[src/rtl/piso_pkg.sv]
// Shared types and frame-length helper for the piso4_tx serialiser.
// Frame length depends on the PISO_TX_PARITY_EN build macro.
package piso_pkg;

    typedef enum logic {
        st_idle  = 1'b0,
        st_shift = 1'b1
    } state_t;

    function automatic int unsigned frame_len(input int unsigned width);
`ifdef PISO_TX_PARITY_EN
        return width + 1;
`else
        return width;
`endif
    endfunction

endpackage

[src/rtl/piso4_tx.sv]
// Parallel-in serial-out transmitter with valid/ready load and gapless streaming.
// Build macro PISO_TX_PARITY_EN appends an even-parity bit to every frame.
module piso4_tx
    import piso_pkg::*;
#(
    parameter int unsigned WIDTH     = 4,
    parameter bit          LSB_FIRST = 1'b0
) (
    input  logic             clk,
    input  logic             rst_n,
    input  logic [WIDTH-1:0] i,
    input  logic             i_valid,
    output logic             i_ready,
    output logic             so,
    output logic             so_valid,
    output logic             so_last,
    output logic             busy
);

    localparam int unsigned FL = frame_len(WIDTH);
    localparam int unsigned CW = $clog2(FL + 1);
    localparam logic [CW-1:0] LAST_CNT = CW'(FL - 1);

    state_t          r_state, w_state_nxt;
    logic [FL-1:0]   r_sr, w_sr_nxt, w_frame;
    logic [CW-1:0]   r_cnt, w_cnt_nxt;
    logic            r_ready, w_ready_nxt;
    logic            r_so, w_so_nxt;
    logic            r_so_last, w_so_last_nxt;
    logic            w_accept;
    logic            w_load;

    assign w_accept = i_valid && r_ready;

    // Frame laid out in transmit order: the bit at FL-1 goes out first.
    always_comb begin
        w_frame = '0;
        for (int unsigned k = 0; k < WIDTH; k++) begin
            w_frame[FL-1-k] = LSB_FIRST ? i[k] : i[WIDTH-1-k];
        end
`ifdef PISO_TX_PARITY_EN
        w_frame[0] = ^i;
`endif
    end

    always_comb begin
        w_state_nxt = r_state;
        w_sr_nxt    = r_sr;
        w_cnt_nxt   = r_cnt;
        w_so_nxt    = 1'b0;
        w_load      = 1'b0;
        case (r_state)
            st_idle: begin
                if (w_accept) begin
                    w_load = 1'b1;
                end
            end
            st_shift: begin
                if (r_cnt == LAST_CNT) begin
                    if (w_accept) begin
                        w_load = 1'b1;
                    end else begin
                        w_state_nxt = st_idle;
                        w_cnt_nxt   = '0;
                        w_sr_nxt    = '0;
                    end
                end else begin
                    w_so_nxt  = r_sr[FL-1];
                    w_sr_nxt  = r_sr << 1;
                    w_cnt_nxt = r_cnt + CW'(1);
                end
            end
            default: begin
                w_state_nxt = st_idle;
                w_cnt_nxt   = '0;
            end
        endcase
        // First bit goes straight to the output flop; the rest queue in r_sr.
        if (w_load) begin
            w_state_nxt = st_shift;
            w_so_nxt    = w_frame[FL-1];
            w_sr_nxt    = w_frame << 1;
            w_cnt_nxt   = '0;
        end
        w_ready_nxt   = (w_state_nxt == st_idle) || (w_cnt_nxt == LAST_CNT);
        w_so_last_nxt = (w_state_nxt == st_shift) && (w_cnt_nxt == LAST_CNT);
    end

    always_ff @(posedge clk or negedge rst_n) begin
        if (!rst_n) begin
            r_state   <= st_idle;
            r_sr      <= '0;
            r_cnt     <= '0;
            r_ready   <= 1'b0;
            r_so      <= 1'b0;
            r_so_last <= 1'b0;
        end else begin
            r_state   <= w_state_nxt;
            r_sr      <= w_sr_nxt;
            r_cnt     <= w_cnt_nxt;
            r_ready   <= w_ready_nxt;
            r_so      <= w_so_nxt;
            r_so_last <= w_so_last_nxt;
        end
    end

    assign i_ready  = r_ready;
    assign so       = r_so;
    assign so_valid = (r_state == st_shift);
    assign so_last  = r_so_last;
    assign busy     = (r_state == st_shift);

endmodule
[config.mk]
export PLATFORM = sky130hd
export DESIGN_NAME = piso4_tx
export DESIGN_NICKNAME = d
export VERILOG_FILES = /design/src/rtl/piso_pkg.sv /design/src/rtl/piso4_tx.sv
export SDC_FILE = /design/constraint.sdc
export NUM_CORES = 1
export LEC_CHECK = 0
export ABC_AREA = 1
export CAP_MARGIN = 20
export CORE_AREA = 3 3 48 50
export CTS_CLUSTER_DIAMETER = 200
export DETAILED_ROUTE_END_ITERATION = 10
export DIE_AREA = 0 0 51 53
export SYNTH_ARGS = -nofsm -noshare
export SYNTH_HDL_FRONTEND = slang
export SYNTH_SLANG_ARGS = --single-unit
[constraint.sdc]
create_clock -name clk -period 2.72 [get_ports clk]
set_input_delay 0.544 -clock clk [delete_from_list [all_inputs] [get_ports clk]]
set_output_delay 0.544 -clock clk [all_outputs]
set_load 0.02 [all_outputs]
After elaboration in Yosys (flattened, before gate mapping). Index checks and enable logic that the tools add are counted.

$add $sub $neg: 1. Eq/ne operators: 3. Mux-type cells: 17. Bitwise logic cells: 2. Reduce and logical (&&, ||, !) cells: 5.

Operators with widths (number): 4-bit two-way mux (4); 3-bit two-way mux (4); 1-bit two-way mux (8); 3-bit by 2-bit == test with 1-bit output (second input constant) (2); 3-bit by 1-bit adder with 3-bit output (second input constant) (1); 3-bit inequality test (second input constant) (1); 1-bit logical AND (2); 1-bit inverter (2); 1-bit case mux with 2 select lines (1); 2-bit AND reduction (1); 2-bit nonzero test (1); 1-bit logical OR (1).

Flip-flop bits (word level): 11. Bits of input ports: 7. Output and inout bits: 5. Word-level logic and storage cells: 34.

Longest topological paths before layout.
Depth in word-level cells: 7. Depth in mapped cells: 7. Gate-level depth less buffers: 7.

Least setup slack after synthesis. Ideal clock, no wire load.

Path kind: register -> output. Start point: register r_state (netlist: busy). End point: output so_valid. Arrival time: 732 ps. Data required time: 2176 ps. Setup slack: 1444 ps. Cell stages (with the launch flop): 2. Buffers on the path: 1. Path through: dfrtp_1 -> buf_4.

RTL lines: from (decl) (line piso4_tx.sv:24) `state_t r_state, w_state_nxt;`; from (signal assigned) (line piso4_tx.sv:91) `r_state <= st_idle;`; from (signal assigned) (line piso4_tx.sv:98) `r_state <= w_state_nxt;`; to (decl) (line piso4_tx.sv:15) `output logic so_valid,`.

No word-level cell between the ends.

Worst setup path in the final report.
Start point: register r_state (netlist: busy). End point: output busy.

RTL lines: to (decl) (line piso4_tx.sv:17) `output logic busy`.

No word-level cell between the ends.

==> results.txt <==
Status = complete, no violations
# setup viols final = 0
Post-CTS setup buffers = 0
I/O pin count = 12
Via Count = 375
CP Depth = 1
Part of the cycle the worst path needs = 72.3%
CP Launch Type = flop
Start of the worst register-to-register path = r_cnt[0]
Cells after synthesis = 54
CTS tree = done
Clk sinks = 10
Flop-to-flop setup slack = 1.43 ns
Clk_lat worst skew = 0.27 ns
WHS Endpoint = r_sr[1]
Area grow syn2layout = 36.4%
Core Area = 1940 µm²
Final hold viol count = 0
Critical path data required time = 2.18 ns
Total grt overflow = 0
PwrDens = 1110 nW/µm²
Die span in y = 53 µm
Largest net degree at the start of global routing = 11
Final worst slack = 0.752 ns
Cts hold-fix bufs = 0
Row count = 16
Vias in the first global route = 386
Arrival time worst endpoint = 1.42 ns
Largest delay share family, worst path = buffers and inverters
Leak Pwr = 0.338 nW
Ratio of cells with drive above 1 in the final layout = 16.2%
Die area = 2700 µm²
Avg Cell Area, Syn = 8.78 µm²
Vias/cell = 3.95
Port Buf Inserts = 11
Initial Utilization = 24.4%
HP Class = flop to flop
Reg2Reg Depth = 6
Num CTS Buffers = 3
Critical R2R Capture = so_last
Worst path buffer plus inverter count = 1
Top post-synthesis cells by area = dfrtp_1 53%, nand2_1 15%, nand3_1 7.4%, inv_1 4.7%, nand2_2 4.0%
Skew final = 0.00226 ns
Slew Limit Fails = 0
Post-cts resize count = 0
Layout net count = 77
Global placer's final weighted congestion = 0.769
Crit path kind = flop to output pin
Max incr delay on CP = 0.66 ns
Slew HR = 69.5%
DRC = 0
Slowest-stage cell, CP = clkdlybuf4s50_1
Remaining antenna violation count after routing = 0
Die width = 51 µm
Routed length per placed instance = 9.81 µm
Number of synthesized register bits = 10
Hold depth = 2
Tmin final = 1.97 ns
Crit end category = output pin
Number of synthesized flops with an enable pin = 0
Ys async rst share = 100%
Worst-path clk slew = 0.06 ns
# H-tree levels = 1
Sequential area share after synthesis = 52.8%
Post-synthesis cell area = 474 µm²
Worst hold start = r_sr[1]
Unrepaired setup endpoints after global routing = false
Yosys top cell area share = 52.8%
Crit path max fanout = 7
Initial DRT Pass Iterations = 4
Top-count cell post-synth = nand2_1
Worst-Margin Slew = 0.456 ns
Root Driver = clkbuf_4
Post-DP HPWL = 733 µm
Post-Place Worst Slack = 1.03 ns
Synth area leader = dfrtp_1
Ys Warns = 0
CP Cell Sequence = clkdlybuf4s50_1
Count of cell types in the netlist = 13
Post-synth top cells = 19 x nand2_1, 10 x dfrtp_1, 7 x nand3_1, 6 x inv_1, 3 x nand2_2
Max frequency = 0.508 GHz
Tot GR Track Use = 8.87%
Initial drt markers = 4
Total wire length = 932 µm
Max VDD drop = 0.432 mV
Antenna violations before repair = 0
Syn_nets = 62
Post-synth top flop = dfrtp_1
Antenna Cells = 0
Max capacitance violation total = 0
First-pass GRT wire length = 1600 µm
Max clock buf depth = 2
Setup TNS = 0 ns
[flip-flops by register name, indices dropped and copies added (netlist names)]
name     count
busy         1
i_ready      1
r_cnt        3
r_sr         3
so           1
so_last      1
[layout make-up]
class                           count  area (µm²)
Sequential cell                    10         250
Timing Repair Buffer               11         110
Fill cell                         213        1290
Clock buffer                        4        36.3
Tap cell                           27        33.8
Inverter                            7        26.3
Multi-Input combinational cell     36         190
[cells in the final DEF, fill, tap and decap left out, drive strengths merged]
cell type	netlist	layout
inv	7	7
clkbuf	0	4
dfrtp	10	10
clkdlybuf4s50	0	11
nand3b	2	2
a21oi	1	1
o21ai	1	1
nand3	8	8
nand2	22	22
nor2	1	1
ha	1	1
[routing by layer]
metal | routed length (µm) | vias up | global-route usage (%)
met5 | 0 | - | 0
met2 | 422 | 13 | 13.3
met4 | 36 | 0 | 8.07
li1 | - | 197 | -
met3 | 59 | 4 | 4.79
met1 | 413 | 161 | 8.75
[worst max path at each step]
stage / start / end / slack, ns
5_1_grt: busy / so_valid / 0.68
6_report: busy / busy / 0.75
3_3_place_gp: i_valid / r_sr[3] / 1.05
3_5_place_dp: i_valid / i_ready / 1.03
4_1_cts: busy / busy / 0.74
2_1_floorplan: busy / so_valid / 1.44
[metrics by stage]
| step | cell area, µm² | power, mW | util [%] | instances | hold slack [ns] |
|---|---|---|---|---|---|
| floorplan | 474 | 0.485 | - | 54 | 0.248 |
| global placement | 611 | 0.589 | 31.4 | 91 | 0.468 |
| detailed placement | 611 | 0.594 | 31.4 | 91 | 0.469 |
| CTS | 647 | 0.732 | 33.3 | 95 | 0.484 |
| global route | 647 | 0.786 | 33.3 | 95 | 0.528 |
| finish | 647 | 0.718 | 33.3 | 95 | 0.479 |
[where the power goes]
part           switching, mW  leakage, nW  internal (mW)
Combinational          0.204        0.189          0.140
Clock                 0.0506       0.0210         0.0813
Sequential            0.0402        0.128          0.202
Total                  0.294        0.338          0.423
[kinds of logic (layout without fill, tap and decap cells)]
| group | count (synthesis) | count (layout) | share of synthesized area, % |
|---|---|---|---|
| flip-flops | 10 | 10 | 52.8 |
| AO/OA/AOI/OAI | 2 | 2 | 4.49 |
| AND/OR/NAND/NOR | 33 | 33 | 33.0 |
| buffers and inverters | 8 | 22 | 7.12 |
| adder cells (fa/ha/maj) | 1 | 1 | 2.64 |
Note: power is estimated with default switching activity, not from simulation.
